==> src/rtl/seq_subtractor_64bit_pkg.sv <==
// Shared definitions for the sequential adder/subtractor family: FSM state
// encoding and the default datapath geometry used by the adder, subtractor and ALU.
package seq_subtractor_64bit_pkg;

  localparam int DEF_WIDTH = 64;
  localparam int DEF_CHUNK = 16;

  typedef enum logic [1:0] {
    IDLE = 2'd0,
    RUN  = 2'd1,
    DONE = 2'd2
  } state_e;

endpackage

==> src/rtl/seq_subtractor_64bit_sub_chunk.sv <==
// Combinational CHUNK-bit subtract with borrow in/out, time-shared across chunks.
// With SEQ_SUB_ADD_MODE_EN defined, op_i selects add (0) or subtract (1).
module seq_subtractor_64bit_sub_chunk #(
  parameter int CHUNK = 16
) (
  input  logic [CHUNK-1:0] a_i,
  input  logic [CHUNK-1:0] b_i,
  input  logic             borrow_i,
`ifdef SEQ_SUB_ADD_MODE_EN
  input  logic             op_i,
`endif
  output logic [CHUNK-1:0] diff_o,
  output logic             borrow_o
);

  logic [CHUNK:0] res;

  // The extra top bit of the widened result is the borrow (or carry) out.
  always_comb begin
`ifdef SEQ_SUB_ADD_MODE_EN
    if (op_i) begin
      res = {1'b0, a_i} - {1'b0, b_i} - {{CHUNK{1'b0}}, borrow_i};
    end else begin
      res = {1'b0, a_i} + {1'b0, b_i} + {{CHUNK{1'b0}}, borrow_i};
    end
`else
    res = {1'b0, a_i} - {1'b0, b_i} - {{CHUNK{1'b0}}, borrow_i};
`endif
  end

  assign diff_o   = res[CHUNK-1:0];
  assign borrow_o = res[CHUNK];

endmodule

==> src/rtl/seq_subtractor_64bit.sv <==
// Multi-cycle A - B, CHUNK bits per clock LSB first, with Y86 condition codes.
// Define SEQ_SUB_ADD_MODE_EN to add the 'op' port (0 = add, 1 = subtract).
module seq_subtractor_64bit
  import seq_subtractor_64bit_pkg::*;
#(
  parameter int WIDTH = DEF_WIDTH,
  parameter int CHUNK = DEF_CHUNK
) (
  input  logic             clk,
  input  logic             rst_n,
  input  logic             start,
  input  logic [WIDTH-1:0] A,
  input  logic [WIDTH-1:0] B,
`ifdef SEQ_SUB_ADD_MODE_EN
  input  logic             op,
`endif
  output logic             busy,
  output logic             done,
  output logic [WIDTH-1:0] Diff,
  output logic             borrow,
  output logic             ZF,
  output logic             SF,
  output logic             OF
);

  localparam int N  = WIDTH / CHUNK;
  localparam int CW = (N > 1) ? $clog2(N) : 1;
  localparam logic [CW-1:0] LAST = CW'(N - 1);

  state_e state_q, state_d;

  logic [CW-1:0]    cnt_q;
  logic [WIDTH-1:0] a_q, b_q;        // shifted right one chunk per RUN edge
  logic             a_msb_q, b_msb_q;
  logic [WIDTH-1:0] work_q, work_d;  // result assembled MSB-side, shifting down
  logic             chain_q;
  logic [WIDTH-1:0] diff_q;
  logic             borrow_q, zf_q, sf_q, of_q;
`ifdef SEQ_SUB_ADD_MODE_EN
  logic             op_q;
`endif

  logic [CHUNK-1:0] chunk_diff;
  logic             chunk_borrow;
  logic             last_chunk;
  logic             of_d;

  seq_subtractor_64bit_sub_chunk #(.CHUNK(CHUNK)) u_sub_chunk (
    .a_i      (a_q[CHUNK-1:0]),
    .b_i      (b_q[CHUNK-1:0]),
    .borrow_i (chain_q),
`ifdef SEQ_SUB_ADD_MODE_EN
    .op_i     (op_q),
`endif
    .diff_o   (chunk_diff),
    .borrow_o (chunk_borrow)
  );

  assign last_chunk = (cnt_q == LAST);
  assign work_d     = (work_q >> CHUNK) | (WIDTH'(chunk_diff) << (WIDTH - CHUNK));

`ifdef SEQ_SUB_ADD_MODE_EN
  assign of_d = op_q ? ((a_msb_q != b_msb_q) && (work_d[WIDTH-1] != a_msb_q))
                     : ((a_msb_q == b_msb_q) && (work_d[WIDTH-1] != a_msb_q));
`else
  assign of_d = (a_msb_q != b_msb_q) && (work_d[WIDTH-1] != a_msb_q);
`endif

  // NOTE: every combinational output gets a default first so no path leaves it
  // unassigned, which would otherwise infer a latch.
  always_comb begin
    state_d = state_q;
    case (state_q)
      IDLE:    if (start) state_d = RUN;
      RUN:     if (last_chunk) state_d = DONE;
      DONE:    state_d = IDLE;
      default: state_d = IDLE;
    endcase
  end

  // NOTE: sequential state uses non-blocking assignments so every register
  // samples pre-edge values regardless of statement order.
  always_ff @(posedge clk or negedge rst_n) begin
    if (!rst_n) begin
      state_q  <= IDLE;
      cnt_q    <= '0;
      a_q      <= '0;
      b_q      <= '0;
      a_msb_q  <= 1'b0;
      b_msb_q  <= 1'b0;
      work_q   <= '0;
      chain_q  <= 1'b0;
      diff_q   <= '0;
      borrow_q <= 1'b0;
      zf_q     <= 1'b0;
      sf_q     <= 1'b0;
      of_q     <= 1'b0;
`ifdef SEQ_SUB_ADD_MODE_EN
      op_q     <= 1'b1;
`endif
    end else begin
      state_q <= state_d;
      if (state_q == IDLE && start) begin
        a_q     <= A;
        b_q     <= B;
        a_msb_q <= A[WIDTH-1];
        b_msb_q <= B[WIDTH-1];
        cnt_q   <= '0;
        chain_q <= 1'b0;
`ifdef SEQ_SUB_ADD_MODE_EN
        op_q    <= op;
`endif
      end else if (state_q == RUN) begin
        a_q     <= a_q >> CHUNK;
        b_q     <= b_q >> CHUNK;
        work_q  <= work_d;
        chain_q <= chunk_borrow;
        if (last_chunk) begin
          diff_q   <= work_d;
          borrow_q <= chunk_borrow;
          zf_q     <= (work_d == '0);
          sf_q     <= work_d[WIDTH-1];
          of_q     <= of_d;
        end else begin
          cnt_q <= cnt_q + CW'(1);
        end
      end
    end
  end

  assign busy   = (state_q != IDLE);
  assign done   = (state_q == DONE);
  assign Diff   = diff_q;
  assign borrow = borrow_q;
  assign ZF     = zf_q;
  assign SF     = sf_q;
  assign OF     = of_q;

endmodule

==> config.mk <==
export PLATFORM = sky130hd
export DESIGN_NAME = seq_subtractor_64bit
export DESIGN_NICKNAME = d
export VERILOG_FILES = /design/src/rtl/seq_subtractor_64bit_pkg.sv /design/src/rtl/seq_subtractor_64bit_sub_chunk.sv /design/src/rtl/seq_subtractor_64bit.sv
export SDC_FILE = /design/constraint.sdc
export NUM_CORES = 1
export LEC_CHECK = 0
export ABC_AREA = 1
export ABC_CLOCK_PERIOD_IN_PS = 2900
export BUFFER_PORTS_ARGS = -buffer_cell sky130_fd_sc_hd__buf_4
export CELL_PAD_IN_SITES_DETAIL_PLACEMENT = 1
export CELL_PAD_IN_SITES_GLOBAL_PLACEMENT = 1
export CORE_ASPECT_RATIO = 0.6
export CORE_UTILIZATION = 42
export DETAILED_ROUTE_END_ITERATION = 10
export HOLD_SLACK_MARGIN = 0.1
export PLACE_DENSITY_LB_ADDON = 0.1
export SLEW_MARGIN = 15
export SYNTH_ARGS = -nofsm -noshare
export SYNTH_HDL_FRONTEND = slang
export SYNTH_SLANG_ARGS = --single-unit
==> constraint.sdc <==
create_clock -name clk -period 2.9 [get_ports clk]
set_input_delay 0.435 -clock clk [delete_from_list [all_inputs] [get_ports clk]]
set_output_delay 0.435 -clock clk [all_outputs]
set_load 0.005 [all_outputs]
== Word level (Yosys, flattened, before mapping) ==
Cells that the tools add are included.

* Add/subtract/negate cells: 3
* Equal/unequal tests: 8
* Multiplexer cells: 12
* Bitwise gates (word level): 2
* Reduce and logical (&&, ||, !) cells: 10

{| class="wikitable"
|+ Operators by type and width
! kind !! count
|-
| 64-bit 2-to-1 mux || 4
|-
| 64-bit zero test || 1
|-
| 48-bit by 64-bit bitwise OR with 64-bit output || 1
|-
| 16-bit by 16-bit subtractor with 17-bit output || 1
|-
| 17-bit by 1-bit subtractor with 17-bit output || 1
|-
| 2-bit 2-to-1 mux || 5
|-
| 2-bit AND reduction || 3
|-
| 2-bit equality test (second input constant) || 2
|-
| 2-bit != test (second input constant) || 2
|-
| 2-bit one-hot mux with 2 select lines || 1
|-
| 2-bit nonzero test || 2
|-
| 3-bit AND reduction || 1
|-
| 2-bit by 1-bit adder with 2-bit output (second input constant) || 1
|-
| 2-bit by 1-bit equality test with 1-bit output (second input constant) || 1
|-
| 1-bit logical AND || 2
|-
| 2-bit zero test || 1
|-
| 1-bit 2-to-1 mux || 2
|-
| 1-bit != test || 2
|-
| 2-bit by 1-bit != test with 1-bit output (second input constant) || 1
|-
| 1-bit NOT || 1
|}

* Register bits: 267
* Bits of input ports: 131
* Output and inout bits: 70
* Logic and storage cells: 48

== Longest topological paths before layout ==
* Depth in word-level cells: 5
* Mapped depth: 16
* Mapped depth without buffers: 16

== By module ==
Synthesis repeated with hierarchy kept, for this count alone.

* Cell total of the unflattened synthesis: 1,398
* Area total of the unflattened synthesis: 11,669.9 sq um

{| class="wikitable"
|+ By module, submodules not included
! module !! instances !! cells an instance !! area an instance (sq um)
|-
| seq_subtractor_64bit || 1 || 1,133 || 10,258.6
|-
| seq_subtractor_64bit_sub_chunk || 1 || 265 || 1,411.4
|}

== Worst setup path after synthesis ==
No wires, ideal clock.

* Kind: flip-flop to flip-flop
* Start: reg a_q[0]
* End: reg of_q (netlist: OF)
* Library setup time: 117 ps
* Arrival time: 1,991 ps
* Data required time: 2,783 ps
* Path slack: 792 ps
* Cell stages (with the launch flop): 16
* Period minus slack after synthesis: 2,108 ps
* Cells stage by stage: dfrtp_1 -> fa_1 -> inv_1 -> ha_1 -> o21ai_0 -> nand2_1 -> nand2_1 -> nand2_1 -> nand2_1 -> nand2_1 -> nand2_1 -> nand2_2 -> nand3_1 -> o21ai_1 -> nand2_1 -> nand2_1

* Cells in the longest elaborated chain, start to end: 5

{| class="wikitable"
|+ Ends and longest elaborated chain
! what !! RTL line !! source
|-
| start: declaration || seq_subtractor_64bit.sv:33 || <nowiki>logic [WIDTH-1:0] a_q, b_q;</nowiki>
|-
| start signal: assignment || seq_subtractor_64bit.sv:114 || <nowiki>a_q <= a_q >> CHUNK;</nowiki>
|-
| 16-bit by 16-bit subtractor with 17-bit output || seq_subtractor_64bit_sub_chunk.sv:27 || <nowiki>res = {1'b0, a_i} - {1'b0, b_i} - {{CHUNK{1'b0}}, borrow_i};</nowiki>
|-
| 17-bit by 1-bit subtractor with 17-bit output || seq_subtractor_64bit_sub_chunk.sv:27 ||
|-
| 48-bit by 64-bit bitwise OR with 64-bit output || seq_subtractor_64bit.sv:60 || <nowiki>assign work_d = (work_q >> CHUNK) | (WIDTH'(chunk_diff) << (WIDTH - CHUNK));</nowiki>
|-
| 1-bit != test || seq_subtractor_64bit.sv:66 || <nowiki>assign of_d = (a_msb_q != b_msb_q) && (work_d[WIDTH-1] != a_msb_q);</nowiki>
|-
| 1-bit logical AND || seq_subtractor_64bit.sv:66 ||
|-
| end signal: assignment || seq_subtractor_64bit.sv:97 || <nowiki>of_q <= 1'b0;</nowiki>
|-
| end signal: assignment || seq_subtractor_64bit.sv:123 || <nowiki>of_q <= of_d;</nowiki>
|-
| end: declaration || seq_subtractor_64bit.sv:38 || <nowiki>logic borrow_q, zf_q, sf_q, of_q;</nowiki>
|}

Every way passes these cells.
A chain may end at the register's enable or synchronous reset.

== Worst setup path in the final report ==
* Start: reg chain_q
* End: reg zf_q (netlist: ZF)

* Cells in the longest elaborated chain, start to end: 3

{| class="wikitable"
|+ Ends and longest elaborated chain
! what !! RTL line !! source
|-
| start: declaration || seq_subtractor_64bit.sv:36 || <nowiki>logic chain_q;</nowiki>
|-
| start signal: assignment || seq_subtractor_64bit.sv:117 || <nowiki>chain_q <= chunk_borrow;</nowiki>
|-
| 17-bit by 1-bit subtractor with 17-bit output || seq_subtractor_64bit_sub_chunk.sv:27 ||
|-
| 48-bit by 64-bit bitwise OR with 64-bit output || seq_subtractor_64bit.sv:60 ||
|-
| 64-bit zero test || seq_subtractor_64bit.sv:121 || <nowiki>zf_q <= (work_d == '0);</nowiki>
|-
| end signal: assignment || seq_subtractor_64bit.sv:121 ||
|-
| end: declaration || seq_subtractor_64bit.sv:38 ||
|}

Every way passes these cells.

==> impl_metrics.prom <==
# TYPE chip_impl_metric gauge
chip_impl_metric{name="setup_viol",unit=""} 0
chip_impl_metric{name="via_count",unit=""} 10021
chip_impl_metric{name="maxCapViolations",unit=""} 0
chip_impl_metric{name="power.ir.vdd_worst",unit="V"} 0.000704
chip_impl_metric{name="clk_path_buf_depth",unit=""} 3
chip_impl_info{name="synth_top_area_cell",value="dfrtp_1"} 1
chip_impl_info{name="synthTopCellsByArea",value="dfrtp_1 55%, nand2_1 15%, inv_1 5.8%"} 1
chip_impl_metric{name="num_rows",unit=""} 46
chip_impl_metric{name="layout-area-overhead-vs-synth",unit="%"} 25.9
chip_impl_metric{name="global_route.usage.total",unit="%"} 26.4
chip_impl_metric{name="timing.final.hold_violations",unit=""} 0
chip_impl_metric{name="synth_nets",unit=""} 1519
chip_impl_metric{name="viasPerCell",unit=""} 5.19
chip_impl_info{name="most-common-layout-cells",value="450 x nand2_1, 250 x dfrtp_1, 209 x buf_4"} 1
chip_impl_metric{name="initial_core_util",unit="%"} 43.1
chip_impl_metric{name="first_global_vias",unit=""} 10096
chip_impl_metric{name="grt_max_degree",unit=""} 135
chip_impl_metric{name="synth.cell_area",unit="um^2"} 11500
chip_impl_metric{name="post-route-min-period",unit="ns"} 2.45
chip_impl_metric{name="detailedPlacementHpwl",unit="mm"} 25.2
chip_impl_info{name="worstSetupPathType",value="flip-flop to flip-flop"} 1
chip_impl_info{name="worstHoldStart",value="B[50]"} 1
chip_impl_metric{name="fmax",unit="MHz"} 407
chip_impl_metric{name="worst_slew_margin_rel",unit="%"} 58.3
chip_impl_metric{name="routed_wirelength",unit="mm"} 36.7
chip_impl_metric{name="multi_input_comb_area",unit="um^2"} 4220
chip_impl_info{name="rr_startpoint",value="chain_q"} 1
chip_impl_info{name="tritoncts_clock_tree",value="yes"} 1
chip_impl_metric{name="design.final.nets",unit=""} 1717
chip_impl_metric{name="grt_antenna_before_repair",unit=""} 0
chip_impl_metric{name="worstMarginPinSlew",unit="ns"} 0.625
chip_impl_metric{name="io_pins",unit=""} 201
chip_impl_metric{name="cts_num_sinks",unit=""} 250
chip_impl_metric{name="finalWeightedCongestion",unit=""} 0.863
chip_impl_metric{name="post_cts.repair.setup_buffers",unit=""} 0
chip_impl_metric{name="ys_seq_area_share",unit="%"} 54.6
chip_impl_metric{name="yosys_register_bits",unit=""} 250
chip_impl_metric{name="finalPower",unit="W"} 0.0196
chip_impl_metric{name="total_of_cells_resized_after_clock_tree_synthesis",unit=""} 0
chip_impl_metric{name="detailedRoute.firstIterationViolations",unit=""} 843
chip_impl_metric{name="cts-htree-levels",unit=""} 1
chip_impl_metric{name="fp.dieArea",unit="um^2"} 28000
chip_impl_metric{name="die_x",unit="um"} 215
chip_impl_info{name="startpoint_type",value="flip-flop"} 1
chip_impl_metric{name="cp.required",unit="ns"} 3.34
chip_impl_metric{name="detailedRoute.firstPassIterationCount",unit=""} 6
chip_impl_metric{name="chipHeight",unit="um"} 130
chip_impl_metric{name="slew_viol_final",unit=""} 0
chip_impl_metric{name="global_route_wire_length_before_repair",unit="mm"} 57.6
chip_impl_metric{name="yosys.area.top_type_share",unit="%"} 54.6
chip_impl_metric{name="power_density_over_cell_area",unit="nW/um^2"} 1360
chip_impl_info{name="outcome",value="completed"} 1
chip_impl_metric{name="clk_pin_slew_worst_paths",unit="ns"} 0.07
chip_impl_metric{name="grt-ovfl-total",unit=""} 0
chip_impl_metric{name="cts_inserted_buffers",unit=""} 26
chip_impl_metric{name="clkLatencyLatePin",unit="ns"} 0.54
chip_impl_metric{name="drt-wirelength-per-cell",unit="um"} 19.0
chip_impl_info{name="clock_tree.root_cell",value="clkbuf_16"} 1
chip_impl_info{name="final_common_cell",value="nand2_1"} 1
chip_impl_metric{name="num-fill-cells",unit=""} 3164
chip_impl_metric{name="post_cts_hold_buffer_count",unit=""} 23
chip_impl_metric{name="synth.yosys.warnings",unit=""} 0
chip_impl_metric{name="postSynthAreaPerCell",unit="um^2"} 8.45
chip_impl_metric{name="syn-instance-count",unit=""} 1355
chip_impl_info{name="class_of_the_tightest_hold_or_removal_check",value="input port to flip-flop"} 1
chip_impl_metric{name="drive_above_1_share",unit="%"} 17.1
chip_impl_metric{name="synth.distinct_cells",unit=""} 31
chip_impl_metric{name="drcViolationCount",unit=""} 0
chip_impl_metric{name="clock-skew-final",unit="ns"} 0.0149
chip_impl_info{name="kind_of_capture_point_of_the_worst_setup_path",value="flip-flop"} 1
chip_impl_metric{name="worstPathArrival",unit="ns"} 2.89
chip_impl_info{name="grt_setup_unrepaired",value="no"} 1
chip_impl_metric{name="port_buffers",unit=""} 200
chip_impl_metric{name="num_antenna_cells",unit=""} 0
chip_impl_metric{name="static-leakage-power",unit="nW"} 7.39
chip_impl_metric{name="final_antenna_net_count",unit=""} 0
chip_impl_info{name="critPathLaunch",value="chain_q"} 1
chip_impl_metric{name="final.period_utilization",unit="%"} 84.6
chip_impl_metric{name="timing.setup.tns",unit="ns"} 0
chip_impl_metric{name="core-area",unit="um^2"} 26600
chip_impl_metric{name="cp_max_fo",unit=""} 5
chip_impl_metric{name="layout.area.seq",unit="um^2"} 6260
[critical path, cell delays in order (launching register included)]
cell and delay, ns:
dfrtp_1 0.36, inv_1 0.12, fa_1 0.22, inv_1 0.06, fa_1 0.40, nand2_1 0.10
nand2_1 0.06, nand2_1 0.17, xor2_1 0.47, nor2_1 0.10, nand3_1 0.11, nor2_1 0.07
nand4_1 0.08, nand2_1 0.05
[cell type report]
type | count | share of cell area, %
Clock buffer | 37 | 5.57
Inverter | 181 | 4.75
Sequential cell | 250 | 43.4
Tap cell | 360 | 3.12
Clock inverter | 9 | 0.503
Multi-Input combinational cell | 855 | 29.3
Timing Repair Buffer | 239 | 13.4
[metrics by stage]
| step | setup WS [ns] | util (%) | cells | hold WS (ns) | cell area [um^2] |
|---|---|---|---|---|---|
| final | 0.446 | 54.2 | 1931 | 0.106 | 14400 |
| after global routing | 0.239 | 54.2 | 1931 | 0.110 | 14400 |
| after CTS | 0.461 | 54.2 | 1931 | 0.101 | 14400 |
| after detailed placement | 0.464 | 50.1 | 1862 | 0.455 | 13300 |
| after global placement | 0.513 | 50.1 | 1862 | 0.457 | 13300 |
| after floorplan | 0.792 | - | 1355 | 0.139 | 11500 |
[Yosys cell counts]
cell type,number
a21o_1,1
a21oi_1,10
a31oi_1,1
buf_1,4
buf_2,32
buf_4,3
clkbuf_1,30
clkinv_1,1
dfrtp_1,250
fa_1,2
ha_1,31
inv_1,177
inv_2,3
nand2_1,452
nand2_2,2
nand3_1,108
nand3b_1,2
nand4_1,6
nor2_1,42
nor2_8,1
nor3_1,4
nor4_1,1
o211ai_1,50
o21a_1,1
o21ai_0,99
o21ai_1,8
o21bai_1,1
o221ai_1,28
o31ai_1,1
or2_0,1
xor2_1,3
[power breakdown]
part,switching (W),internal [W],total [W]
registers,0.00102,0.00516,0.00618
logic,0.00662,0.00341,0.0100
clock network,0.00144,0.00201,0.00344
[sequential cells by signal (all words and copies together), names as in the netlist]
name / count
OF: 1
cnt_q: 2
b_msb_q: 1
chain_q: 1
b_q: 64
work_q: 48
borrow: 1
ZF: 1
a_msb_q: 1
state_q: 2
a_q: 64
Diff: 64
[logic make-up after synthesis]
logic type | count (synthesis) | synth area share (%)
fa+ha+maj | 33 | 3.74
flops | 250 | 54.6
buf+inv | 250 | 8.64
xor+xnor | 3 | 0.229
simple gates | 619 | 21.9
compound gates | 200 | 10.8
[final timing paths]
kind / slack (ns) / cells past startpoint / endpoint
max: 0.45 / 13 / ZF
min: 0.11 / 3 / b_q[50]
max reg2reg: 0.45 / 13 / ZF
min reg2reg: 0.48 / 2 / OF
max in group asynchronous: 1.62 / 3 / b_q[50]
min in group asynchronous: 0.45 / 2 / Diff[47]
[routing by layer]
layer  vias up  wire [um]  GRT usage, %
met2       210      15700          39.1
met1      5041      18900          41.2
met5         -          0             0
li1       4729          -             -
met4         0        485          3.92
met3        41       1560          4.22
Power figures use the tool's default switching activity.
